File: config.mk
export PLATFORM = sky130hd
export DESIGN_NAME = midside_axis_xform
export DESIGN_NICKNAME = d
export VERILOG_FILES = /design/src/rtl/midside_axis_xform.sv
export SDC_FILE = /design/constraint.sdc
export NUM_CORES = 1
export LEC_CHECK = 0
export ABC_AREA = 1
export ABC_CLOCK_PERIOD_IN_PS = 3100
export BUFFER_PORTS_ARGS = -buffer_cell sky130_fd_sc_hd__buf_2
export CORE_MARGIN = 2
export CORE_UTILIZATION = 40
export DETAILED_ROUTE_END_ITERATION = 12
export PLACE_DENSITY_LB_ADDON = 0.1
export SYNTH_ARGS = -nofsm -noshare
export SYNTH_HDL_FRONTEND = slang
export SYNTH_SLANG_ARGS = --single-unit
File: constraint.sdc
create_clock -name aclk -period 3.1 [get_ports aclk]
set_clock_uncertainty 0.15 [all_clocks]
set_input_delay 0 -clock aclk [delete_from_list [all_inputs] [get_ports aclk]]
set_output_delay 0 -clock aclk [all_outputs]
set_load 0.1 [all_outputs]
File: src/rtl/midside_axis_xform.sv
// -----------------------------------------------------------------------------
// midside_axis_xform
//
// Streaming stereo mid/side transform controlled through one AXI4-Lite register.
// Each stream beat carries two signed channels: ch0 in tdata[2*DATA_W-1:DATA_W]
// and ch1 in tdata[DATA_W-1:0]. The MODE field of CTRL (address 0x0, bits [1:0])
// selects the operation:
//   0 / 3 : bypass  out = {a, b}
//   1     : encode  M = (a+b)>>>1, S = (a-b)>>>1   (floor rounding)
//   2     : decode  L = sat(a+b),  R = sat(a-b)
// Latency is two accepted clocks. Both stages advance only while m_axis_tready
// is high, and s_axis_tready mirrors m_axis_tready.
//
// Ports
//   aclk, areset          clock, asynchronous active-high reset
//   s_axi_aw*/w*/b*       AXI4-Lite write channels (single register, OKAY only)
//   s_axi_ar*/r*          AXI4-Lite read channels
//   s_axis_*              input sample stream  {ch0, ch1}, tlast
//   m_axis_*              output sample stream {ch0, ch1}, tlast delayed
// -----------------------------------------------------------------------------
module midside_axis_xform #(
  parameter int DATA_W = 16,
  parameter int ADDR_W = 4
) (
  input  logic                  aclk,
  input  logic                  areset,
  // AXI4-Lite write address / data / response
  input  logic [ADDR_W-1:0]     s_axi_awaddr,
  input  logic [2:0]            s_axi_awprot,
  input  logic                  s_axi_awvalid,
  output logic                  s_axi_awready,
  input  logic [31:0]           s_axi_wdata,
  input  logic [3:0]            s_axi_wstrb,
  input  logic                  s_axi_wvalid,
  output logic                  s_axi_wready,
  output logic [1:0]            s_axi_bresp,
  output logic                  s_axi_bvalid,
  input  logic                  s_axi_bready,
  // AXI4-Lite read address / data
  input  logic [ADDR_W-1:0]     s_axi_araddr,
  input  logic [2:0]            s_axi_arprot,
  input  logic                  s_axi_arvalid,
  output logic                  s_axi_arready,
  output logic [31:0]           s_axi_rdata,
  output logic [1:0]            s_axi_rresp,
  output logic                  s_axi_rvalid,
  input  logic                  s_axi_rready,
  // AXI-Stream input
  input  logic [2*DATA_W-1:0]   s_axis_tdata,
  input  logic                  s_axis_tvalid,
  output logic                  s_axis_tready,
  input  logic                  s_axis_tlast,
  // AXI-Stream output
  output logic [2*DATA_W-1:0]   m_axis_tdata,
  output logic                  m_axis_tvalid,
  input  logic                  m_axis_tready,
  output logic                  m_axis_tlast
);

  localparam logic [1:0] MODE_ENC = 2'd1;
  localparam logic [1:0] MODE_DEC = 2'd2;

  localparam logic [DATA_W-1:0] SAT_MAX = {1'b0, {(DATA_W-1){1'b1}}};
  localparam logic [DATA_W-1:0] SAT_MIN = {1'b1, {(DATA_W-1){1'b0}}};

  // ---------------------------------------------------------------------------
  // Control register and AXI4-Lite slave
  // ---------------------------------------------------------------------------
  logic [1:0]  mode_reg;
  logic        aw_hs_reg;
  logic        bvalid_reg;
  logic        ar_hs_reg;
  logic        rvalid_reg;
  logic [31:0] rdata_reg;

  logic wr_fire;
  logic rd_fire;
  logic wr_sel_ctrl;
  logic rd_sel_ctrl;

  // The ready pulse is only raised once both beats are present, so the
  // handshake completes on the clock that ends the pulse.
  assign wr_fire     = aw_hs_reg & s_axi_awvalid & s_axi_wvalid;
  assign rd_fire     = ar_hs_reg & s_axi_arvalid;
  assign wr_sel_ctrl = (s_axi_awaddr[ADDR_W-1:2] == '0);
  assign rd_sel_ctrl = (s_axi_araddr[ADDR_W-1:2] == '0);

  always_ff @(posedge aclk or posedge areset) begin
    if (areset) begin
      mode_reg   <= 2'd0;
      aw_hs_reg  <= 1'b0;
      bvalid_reg <= 1'b0;
    end else begin
      // ~aw_hs_reg keeps the ready a single-cycle pulse per transaction
      aw_hs_reg <= s_axi_awvalid & s_axi_wvalid & ~bvalid_reg & ~aw_hs_reg;
      if (wr_fire) begin
        bvalid_reg <= 1'b1;
        if (wr_sel_ctrl && s_axi_wstrb[0]) begin
          mode_reg <= s_axi_wdata[1:0];
        end
      end else if (bvalid_reg && s_axi_bready) begin
        bvalid_reg <= 1'b0;
      end
    end
  end

  // Reads sample mode_reg before any same-edge write lands, so a colliding
  // read returns the old value.
  always_ff @(posedge aclk or posedge areset) begin
    if (areset) begin
      ar_hs_reg  <= 1'b0;
      rvalid_reg <= 1'b0;
      rdata_reg  <= 32'd0;
    end else begin
      ar_hs_reg <= s_axi_arvalid & ~rvalid_reg & ~ar_hs_reg;
      if (rd_fire) begin
        rvalid_reg <= 1'b1;
        rdata_reg  <= rd_sel_ctrl ? {30'd0, mode_reg} : 32'd0;
      end else if (rvalid_reg && s_axi_rready) begin
        rvalid_reg <= 1'b0;
      end
    end
  end

  assign s_axi_awready = aw_hs_reg;
  assign s_axi_wready  = aw_hs_reg;
  assign s_axi_bvalid  = bvalid_reg;
  assign s_axi_bresp   = 2'b00;
  assign s_axi_arready = ar_hs_reg;
  assign s_axi_rvalid  = rvalid_reg;
  assign s_axi_rdata   = rdata_reg;
  assign s_axi_rresp   = 2'b00;

  // ---------------------------------------------------------------------------
  // Stream pipeline
  // ---------------------------------------------------------------------------
  logic en;
  assign en            = m_axis_tready;
  assign s_axis_tready = m_axis_tready;

  logic [2*DATA_W-1:0] s1_data_reg;
  logic                s1_last_reg;
  logic                s1_valid_reg;
  logic [1:0]          s1_mode_reg;

  // Stage 1: capture the beat together with the mode it must be processed in
  always_ff @(posedge aclk or posedge areset) begin
    if (areset) begin
      s1_data_reg  <= '0;
      s1_last_reg  <= 1'b0;
      s1_valid_reg <= 1'b0;
      s1_mode_reg  <= 2'd0;
    end else if (en) begin
      s1_data_reg  <= s_axis_tdata;
      s1_last_reg  <= s_axis_tlast;
      s1_valid_reg <= s_axis_tvalid;
      s1_mode_reg  <= mode_reg;
    end
  end

  // Sign-extended operands; the DATA_W+1 bit sum/difference cannot overflow.
  logic [DATA_W:0] a_ext;
  logic [DATA_W:0] b_ext;
  assign a_ext = {s1_data_reg[2*DATA_W-1], s1_data_reg[2*DATA_W-1:DATA_W]};
  assign b_ext = {s1_data_reg[DATA_W-1],   s1_data_reg[DATA_W-1:0]};

  // Channel 0 works on a+b, channel 1 on a-b; everything else is shared.
  logic [1:0][DATA_W-1:0] res_ch;

  generate
    for (genvar gi = 0; gi < 2; gi++) begin : g_ch
      logic [DATA_W:0]   wide;
      logic [DATA_W-1:0] enc_val;
      logic [DATA_W-1:0] dec_val;
      logic [DATA_W-1:0] byp_val;

      if (gi == 0) begin : g_sum
        assign wide    = a_ext + b_ext;
        assign byp_val = a_ext[DATA_W-1:0];
      end else begin : g_diff
        assign wide    = a_ext - b_ext;
        assign byp_val = b_ext[DATA_W-1:0];
      end

      // Dropping the LSB of the wide result is an arithmetic shift right
      // with floor rounding, and always fits back in DATA_W bits.
      assign enc_val = wide[DATA_W:1];

      // Overflow whenever the two top bits disagree; clamp by sign.
      assign dec_val = (wide[DATA_W] != wide[DATA_W-1]) ?
                       (wide[DATA_W] ? SAT_MIN : SAT_MAX) :
                       wide[DATA_W-1:0];

      always_comb begin
        res_ch[gi] = byp_val;
        case (s1_mode_reg)
          MODE_ENC: res_ch[gi] = enc_val;
          MODE_DEC: res_ch[gi] = dec_val;
          default:  res_ch[gi] = byp_val;
        endcase
      end
    end
  endgenerate

  // Stage 2: registered outputs
  always_ff @(posedge aclk or posedge areset) begin
    if (areset) begin
      m_axis_tdata  <= '0;
      m_axis_tlast  <= 1'b0;
      m_axis_tvalid <= 1'b0;
    end else if (en) begin
      m_axis_tdata  <= {res_ch[0], res_ch[1]};
      m_axis_tlast  <= s1_last_reg;
      m_axis_tvalid <= s1_valid_reg;
    end
  end

  // Inputs that carry no information for this single-register slave.
  logic unused_ok;
  assign unused_ok = ^{s_axi_awprot, s_axi_arprot, s_axi_awaddr[1:0],
                       s_axi_araddr[1:0], s_axi_wdata[31:2], s_axi_wstrb[3:1]};

endmodule

# Word-level counts from Yosys, hierarchy flattened
# Cells that the tools add are included.
# W data, S select, Z words.
dict set report totals {
  reg_bits 108
  word_cells 50
  input_bits 92
  output_inout_bits 76
}
dict set report op_classes {
  add_sub_neg 2
  eq_ne 4
  n_mux 11
  n_bitwise 12
  reduce_logical 8
}
# cell count
set ops {}
lappend ops {{$mux W16} 4}
lappend ops {{$pmux W16 S2} 2}
lappend ops {{$add A16 B16 Y17} 1}
lappend ops {{$sub A16 B16 Y17} 1}
lappend ops {{$and A1 B1 Y1} 8}
lappend ops {{$logic_not A2 Y1} 2}
lappend ops {{$mux W1} 4}
lappend ops {{$not A1 Y1} 4}
lappend ops {{$reduce_bool A2 Y1} 2}
lappend ops {{$logic_and A1 B1 Y1} 3}
lappend ops {{$eq A2 B1 Y1 const B} 1}
lappend ops {{$eq A2 B2 Y1 const B} 1}
lappend ops {{$mux W2} 1}
lappend ops {{$ne A1 B1 Y1} 2}
lappend ops {{$reduce_and A2 Y1} 1}

# Longest topological paths before layout
dict set report logic_depth {
  ltp_word 4
  ltp_mapped 19
  depth_no_buf 18
}

# Least setup slack after synthesis
# No wires, ideal clock.
dict set report synth_path {
  path_type {reg-to-reg}
  start {reg s1_data_reg[16]}
  end {reg m_axis_tdata[0]}
  path_stages_with_launch 20
  path_buffers 1
  path_slack_ns 0.740
  t_arrival_ns 2.090
  setup_ns 0.120
  cell_sequence {dfrtp_1 inv_1 ha_1 inv_1 fa_1 nand2_1 nand2_1 nand3_1 nand2_2 nand2_1 nand2_1 nand2_1 nand2_1 nand2_1 buf_4 nand3_1 nand2_1 nand2_1 nand2_1 nand2_1}
}
dict set report synth_via {
  elab_chain_cells 4
  elab_cells_between_ends 5
  classes_between {1 x add/sub; 1 x eq/ne; 3 x mux}
}
# element line
set synth_rtl {}
lappend synth_rtl {{from (decl)} 141} ;# logic [2*DATA_W-1:0] s1_data_reg;
lappend synth_rtl {{from (signal assigned)} 154} ;# s1_data_reg <= s_axis_tdata;
lappend synth_rtl {{$sub A16 B16 Y17 *} 181} ;# assign wide = a_ext - b_ext;
lappend synth_rtl {{$mux W16 / $ne A1 B1 Y1 (equally long branches)} {191, 190}}
lappend synth_rtl {{$mux W16} 190} ;# assign dec_val = (wide[DATA_W] != wide[DATA_W-1]) ?
lappend synth_rtl {{$pmux W16 S2 *} 196} ;# case (s1_mode_reg)
lappend synth_rtl {{to (signal assigned)} 212} ;# m_axis_tdata <= {res_ch[0], res_ch[1]};
lappend synth_rtl {{to (decl)} 54} ;# output logic [2*DATA_W-1:0] m_axis_tdata,
# Every way passes the cells marked *; elsewhere a longest branch is shown, timed or not.
# A chain may end at the register's enable or synchronous reset.

# Worst setup path after layout
# Same ends and word-level chain as after synthesis.

==> impl.org <==
** Run status
- The run finished with clean final reports.

** CTS
- CTS Sinks :: between 70 and 80
- Clock-pin slew was measured on the worst setup and hold paths at approximately 0.06 ns.
- No sink is reached through more buffers than the 2 on the longest clock path.
- Post-CTS setup-driven buffer insertion count :: 0
- Cell at the root of the clock tree :: sky130_fd_sc_hd__clkbuf_16
- TritonCTS built the clock tree.
- The number of clock buffers added by TritonCTS is 9.
- In this run the number of H-tree levels came out at 3.
- Insertion delay of the later-clocked pin in the worst-skew pair :: approximately 0.35 ns

** Detailed routing
- Once detail routing completed, the nets flagged for antenna violations numbered 0.
- Number of vias in the routed layout :: between 5000 and 6000
- Number of iterations in the first detailed-routing pass :: 5
- In the final routed layout, each cell accounts on average for 14.0 um.
- Routed wire length :: between 15 and 20 mm
- Detail-routed via count per cell :: 4.78
- In this run, the number of DRC markers left after iteration 0 of detailed routing was 321.
- In the routed design, unresolved DRC markers number 0.

** Synthesis
- The most used flip-flop cell after synthesis is sky130_fd_sc_hd__dfrtp_1.
- Averaged over all synthesized cells, the footprint is 6.66 um2.
- By area the synthesized netlist is led by sky130_fd_sc_hd__dfrtp_1, sky130_fd_sc_hd__nand2_1, sky130_fd_sc_hd__inv_1, sky130_fd_sc_hd__ha_1, sky130_fd_sc_hd__o21ai_0.
- Share of synthesized area occupied by flip-flops and latches :: 0.317
- Yosys printed 0 warnings.
- Yosys reg bits :: between 70 and 80
- Synthesis produced 925 cells.
- The synthesized netlist occupies a cell area of around 6200 um2.
- Fraction of registers with async set or reset after synthesis :: 1.00
- Post-synth EDFFs :: 0
- sky130_fd_sc_hd__dfrtp_1 takes more of the synthesized area than any other cell.
- In this run, distinct cell masters in the synthesized netlist total 33.
- Synth top area share :: 0.317

** Cells and area
- The number of antenna diodes in the final layout is 0.
- At the end of the flow, the number of nets in the layout was between 1000 and 1500.
- Relative to the synthesized area, the layout overhead comes to 20.0%.
- In the final layout, the share of cells above drive strength 1 is 0.151.
- Cell area after layout :: 7390 um2
- At the end of the flow the core is filled with cells to 0.488.

** Setup path
- Delay of the slowest cell on the worst path :: roughly 0.41 ns
- On the critical path, the stage with the largest delay is an instance of sky130_fd_sc_hd__fa_1.
- Critical path data required time :: roughly 3.2 ns
- Cell-by-cell listing of the critical path :: inv_1 > ha_1 > inv_1 > fa_1 > nand2_1 > nand2_1 > nand3_1 > nand2_2 > nand2_1 > nand2_1 > nand2_1 > nand2_2 > a21oi_4 > buf_12 > nand2_1 > nand2_1 > nand2_1 > nand2_1
- The worst setup path is of the flop to flop kind.
- Combined buffer and inverter count along the critical path :: 3
- By instance count, the cell type seen most on the critical path is sky130_fd_sc_hd__nand2_1.
- Of all nets on the critical path, the largest fanout is 9.
- Type of element launching the critical path :: flop
- The cell family contributing the most delay on the critical path is simple AND/OR/NAND/NOR gates.
- For the worst setup path, the data arrival time is 2.92 ns.
- Endpoint kind of the worst setup timing path :: flop

** Place
- Number of buffers added on ports :: 90
- Post-detailed-placement cell area :: between 6000 and 7000 um2
- Final estimated routing congestion in global placement :: around 0.90
- Timing analysis after detailed placement gives a worst setup slack of roughly 0.29 ns.
- Summed over all nets, the half-perimeter wirelength after detailed placement is around 12 mm.

** Floorplanning
- # IOs :: between 150 and 200
- The floorplan has between 40 and 50 rows.
- Die height :: ~130 um
- Measured along the x axis, the die boundary spans approximately 130 um.
- Initial core utilization :: 0.407
- Area enclosed by the die boundary :: roughly 16000 um2
- The total area inside the core boundary comes to about 15000 um2.

** Global routing
- After global routing the overflow that remains totals 0.
- The number of global-route vias before repair was between 5000 and 6000.
- All-layer global routing usage :: 0.222
- Entering global routing, the biggest net connects 75 pins.
- Global-route wire length before repair :: 28.9 mm
- The initial antenna violation count came to 0.

** Power and ir drop
- Across the VDD grid, the largest voltage drop is ~0.54 mV.
- Leakage power total :: slightly above 4 nW
- In this run the power density over the cells is between 600 and 700 nW/um2.

** STA
- Count of endpoints failing hold in the final timing report :: 0
- Final worst path period share :: 0.896
- Slew margin rel. :: 0.434
- Pin slew with the least headroom to its limit :: 0.848 ns
- Number of endpoints failing setup at the final stage :: 0
- Post-Route Setup TNS :: 0 ns
- Unrepaired setup endpoints after global routing :: no
- After layout, the worst setup slack is roughly 0.32 ns.
- The final count of pins violating max slew was 0.
- For this run, the top clock speed supported by timing is about 360 MHz.
- Clock period minus final worst setup slack :: between 2 and 3 ns

** Worst hold path
- Class of the worst hold path :: input pin to async pin

** Run
- Across the run, the number of max-cap violations was 0.
per-stage QoR:
step	std cells	hold slack, ns	power, mW
2_1_floorplan	958	-0.0409	3.61
3_3_place_gp	1170	-0.119	4.10
3_5_place_dp	1170	-0.116	4.11
4_1_cts	1238	0.0506	5.19
5_1_grt	1238	0.0870	5.54
6_report	1238	0.0531	5.17
worst register-to-register path, stage by stage (launching register included):
cell and delay, ns:
sky130_fd_sc_hd__dfrtp_1 0.38, sky130_fd_sc_hd__inv_1 0.09, sky130_fd_sc_hd__ha_1 0.14, sky130_fd_sc_hd__inv_1 0.06, sky130_fd_sc_hd__fa_1 0.41, sky130_fd_sc_hd__nand2_1 0.08
sky130_fd_sc_hd__nand2_1 0.11, sky130_fd_sc_hd__nand3_1 0.13, sky130_fd_sc_hd__nand2_2 0.10, sky130_fd_sc_hd__nand2_1 0.11, sky130_fd_sc_hd__nand2_1 0.08, sky130_fd_sc_hd__nand2_1 0.09
sky130_fd_sc_hd__nand2_2 0.10, sky130_fd_sc_hd__a21oi_4 0.30, sky130_fd_sc_hd__buf_12 0.17, sky130_fd_sc_hd__nand2_1 0.06, sky130_fd_sc_hd__nand2_1 0.06, sky130_fd_sc_hd__nand2_1 0.05
sky130_fd_sc_hd__nand2_1 0.06
cells by family (layout without fill, tap and decap cells):
logic type	Yosys count	count (layout)	synth area share
xor gates and xnor gates	21	21	0.0299
AOI/OAI and AO/OA	141	141	0.123
adders and majority gates	36	36	0.0755
other	1	34	0.000609
and+or+nand+nor	440	440	0.297
DFF	78	78	0.317
buffers and inverters	208	300	0.157
area by class of cell:
cell class,instances,area [um2]
clock inverters,4,30.0
well taps,188,235
inverters,134,504
clock buffers,12,246
flip-flops and latches,78,1950
repair buffers,150,1060
fillers,1589,7750
multi-input cells,672,3370
cell usage after synthesis (4+ instances only):
master,number
sky130_fd_sc_hd__xor2_1,19
sky130_fd_sc_hd__buf_4,45
sky130_fd_sc_hd__a21oi_1,58
sky130_fd_sc_hd__ha_1,34
sky130_fd_sc_hd__o21ai_0,71
sky130_fd_sc_hd__nor3_1,5
sky130_fd_sc_hd__nand2_2,18
sky130_fd_sc_hd__nor2_1,30
sky130_fd_sc_hd__o21bai_1,5
sky130_fd_sc_hd__buf_2,4
sky130_fd_sc_hd__a21oi_2,5
sky130_fd_sc_hd__inv_2,17
sky130_fd_sc_hd__dfrtp_1,78
sky130_fd_sc_hd__inv_1,116
sky130_fd_sc_hd__nand3_1,63
sky130_fd_sc_hd__clkbuf_1,21
sky130_fd_sc_hd__and2_1,5
sky130_fd_sc_hd__nand2_1,310
what timing repair did:
item | CTS | global route
endpoints found under the hold margin | 95 | 0
hold buffers | 52 | 0
setup endpoints to repair | 0 | 1
gates resized for setup | 0 | 1
report_power, final:
group,total [mW],switching (mW),internal [mW]
Combinational,2.87,2.20,0.672
Sequential,1.29,0.111,1.18
Clock,1.01,0.440,0.568
Total,5.17,2.75,2.42
worst paths after layout:
| check | startpoint | endpoint | slack, ns | depth (start not counted) |
|---|---|---|---|---|
| min | areset | s1_data_reg[18] | 0.05 | 3 |
| min reg2reg | s_axi_arready | s_axi_arready | 0.29 | 1 |
| max | s1_data_reg[16] | m_axis_tdata[0] | 0.32 | 18 |
| min in group aclk | s_axis_tvalid | s1_valid_reg | 0.24 | 4 |
| max reg2reg | s1_data_reg[16] | m_axis_tdata[0] | 0.32 | 18 |
| max in group asynchronous | areset | s1_data_reg[27] | 1.98 | 4 |
metal layers:
layer | part of all wire | vias to the layer above | global-route usage
met4 | 0.014 | 0 | 0.0627
met5 | 0 | - | 0
met1 | 0.49 | 2726 | 0.313
met2 | 0.44 | 149 | 0.351
met3 | 0.055 | 21 | 0.0396
li1 | - | 3027 | -
placed cells by master (no fill, tap or decap), types with 5 or more instances in the layout:
cell	netlist	routed
sky130_fd_sc_hd__a21oi_1	58	58
sky130_fd_sc_hd__a21oi_2	5	5
sky130_fd_sc_hd__and2_1	5	5
sky130_fd_sc_hd__buf_2	4	90
sky130_fd_sc_hd__buf_4	45	6
sky130_fd_sc_hd__clkbuf_16	0	9
sky130_fd_sc_hd__conb_1	1	34
sky130_fd_sc_hd__dfrtp_1	78	78
sky130_fd_sc_hd__dlygate4sd3_1	0	52
sky130_fd_sc_hd__ha_1	34	34
sky130_fd_sc_hd__inv_1	116	114
sky130_fd_sc_hd__inv_2	17	18
sky130_fd_sc_hd__nand2_1	310	310
sky130_fd_sc_hd__nand2_2	18	17
sky130_fd_sc_hd__nand3_1	63	63
sky130_fd_sc_hd__nor2_1	30	30
sky130_fd_sc_hd__nor3_1	5	5
sky130_fd_sc_hd__o21ai_0	71	71
sky130_fd_sc_hd__o21bai_1	5	5
sky130_fd_sc_hd__xor2_1	19	19
(Power assumes the default switching activity.)
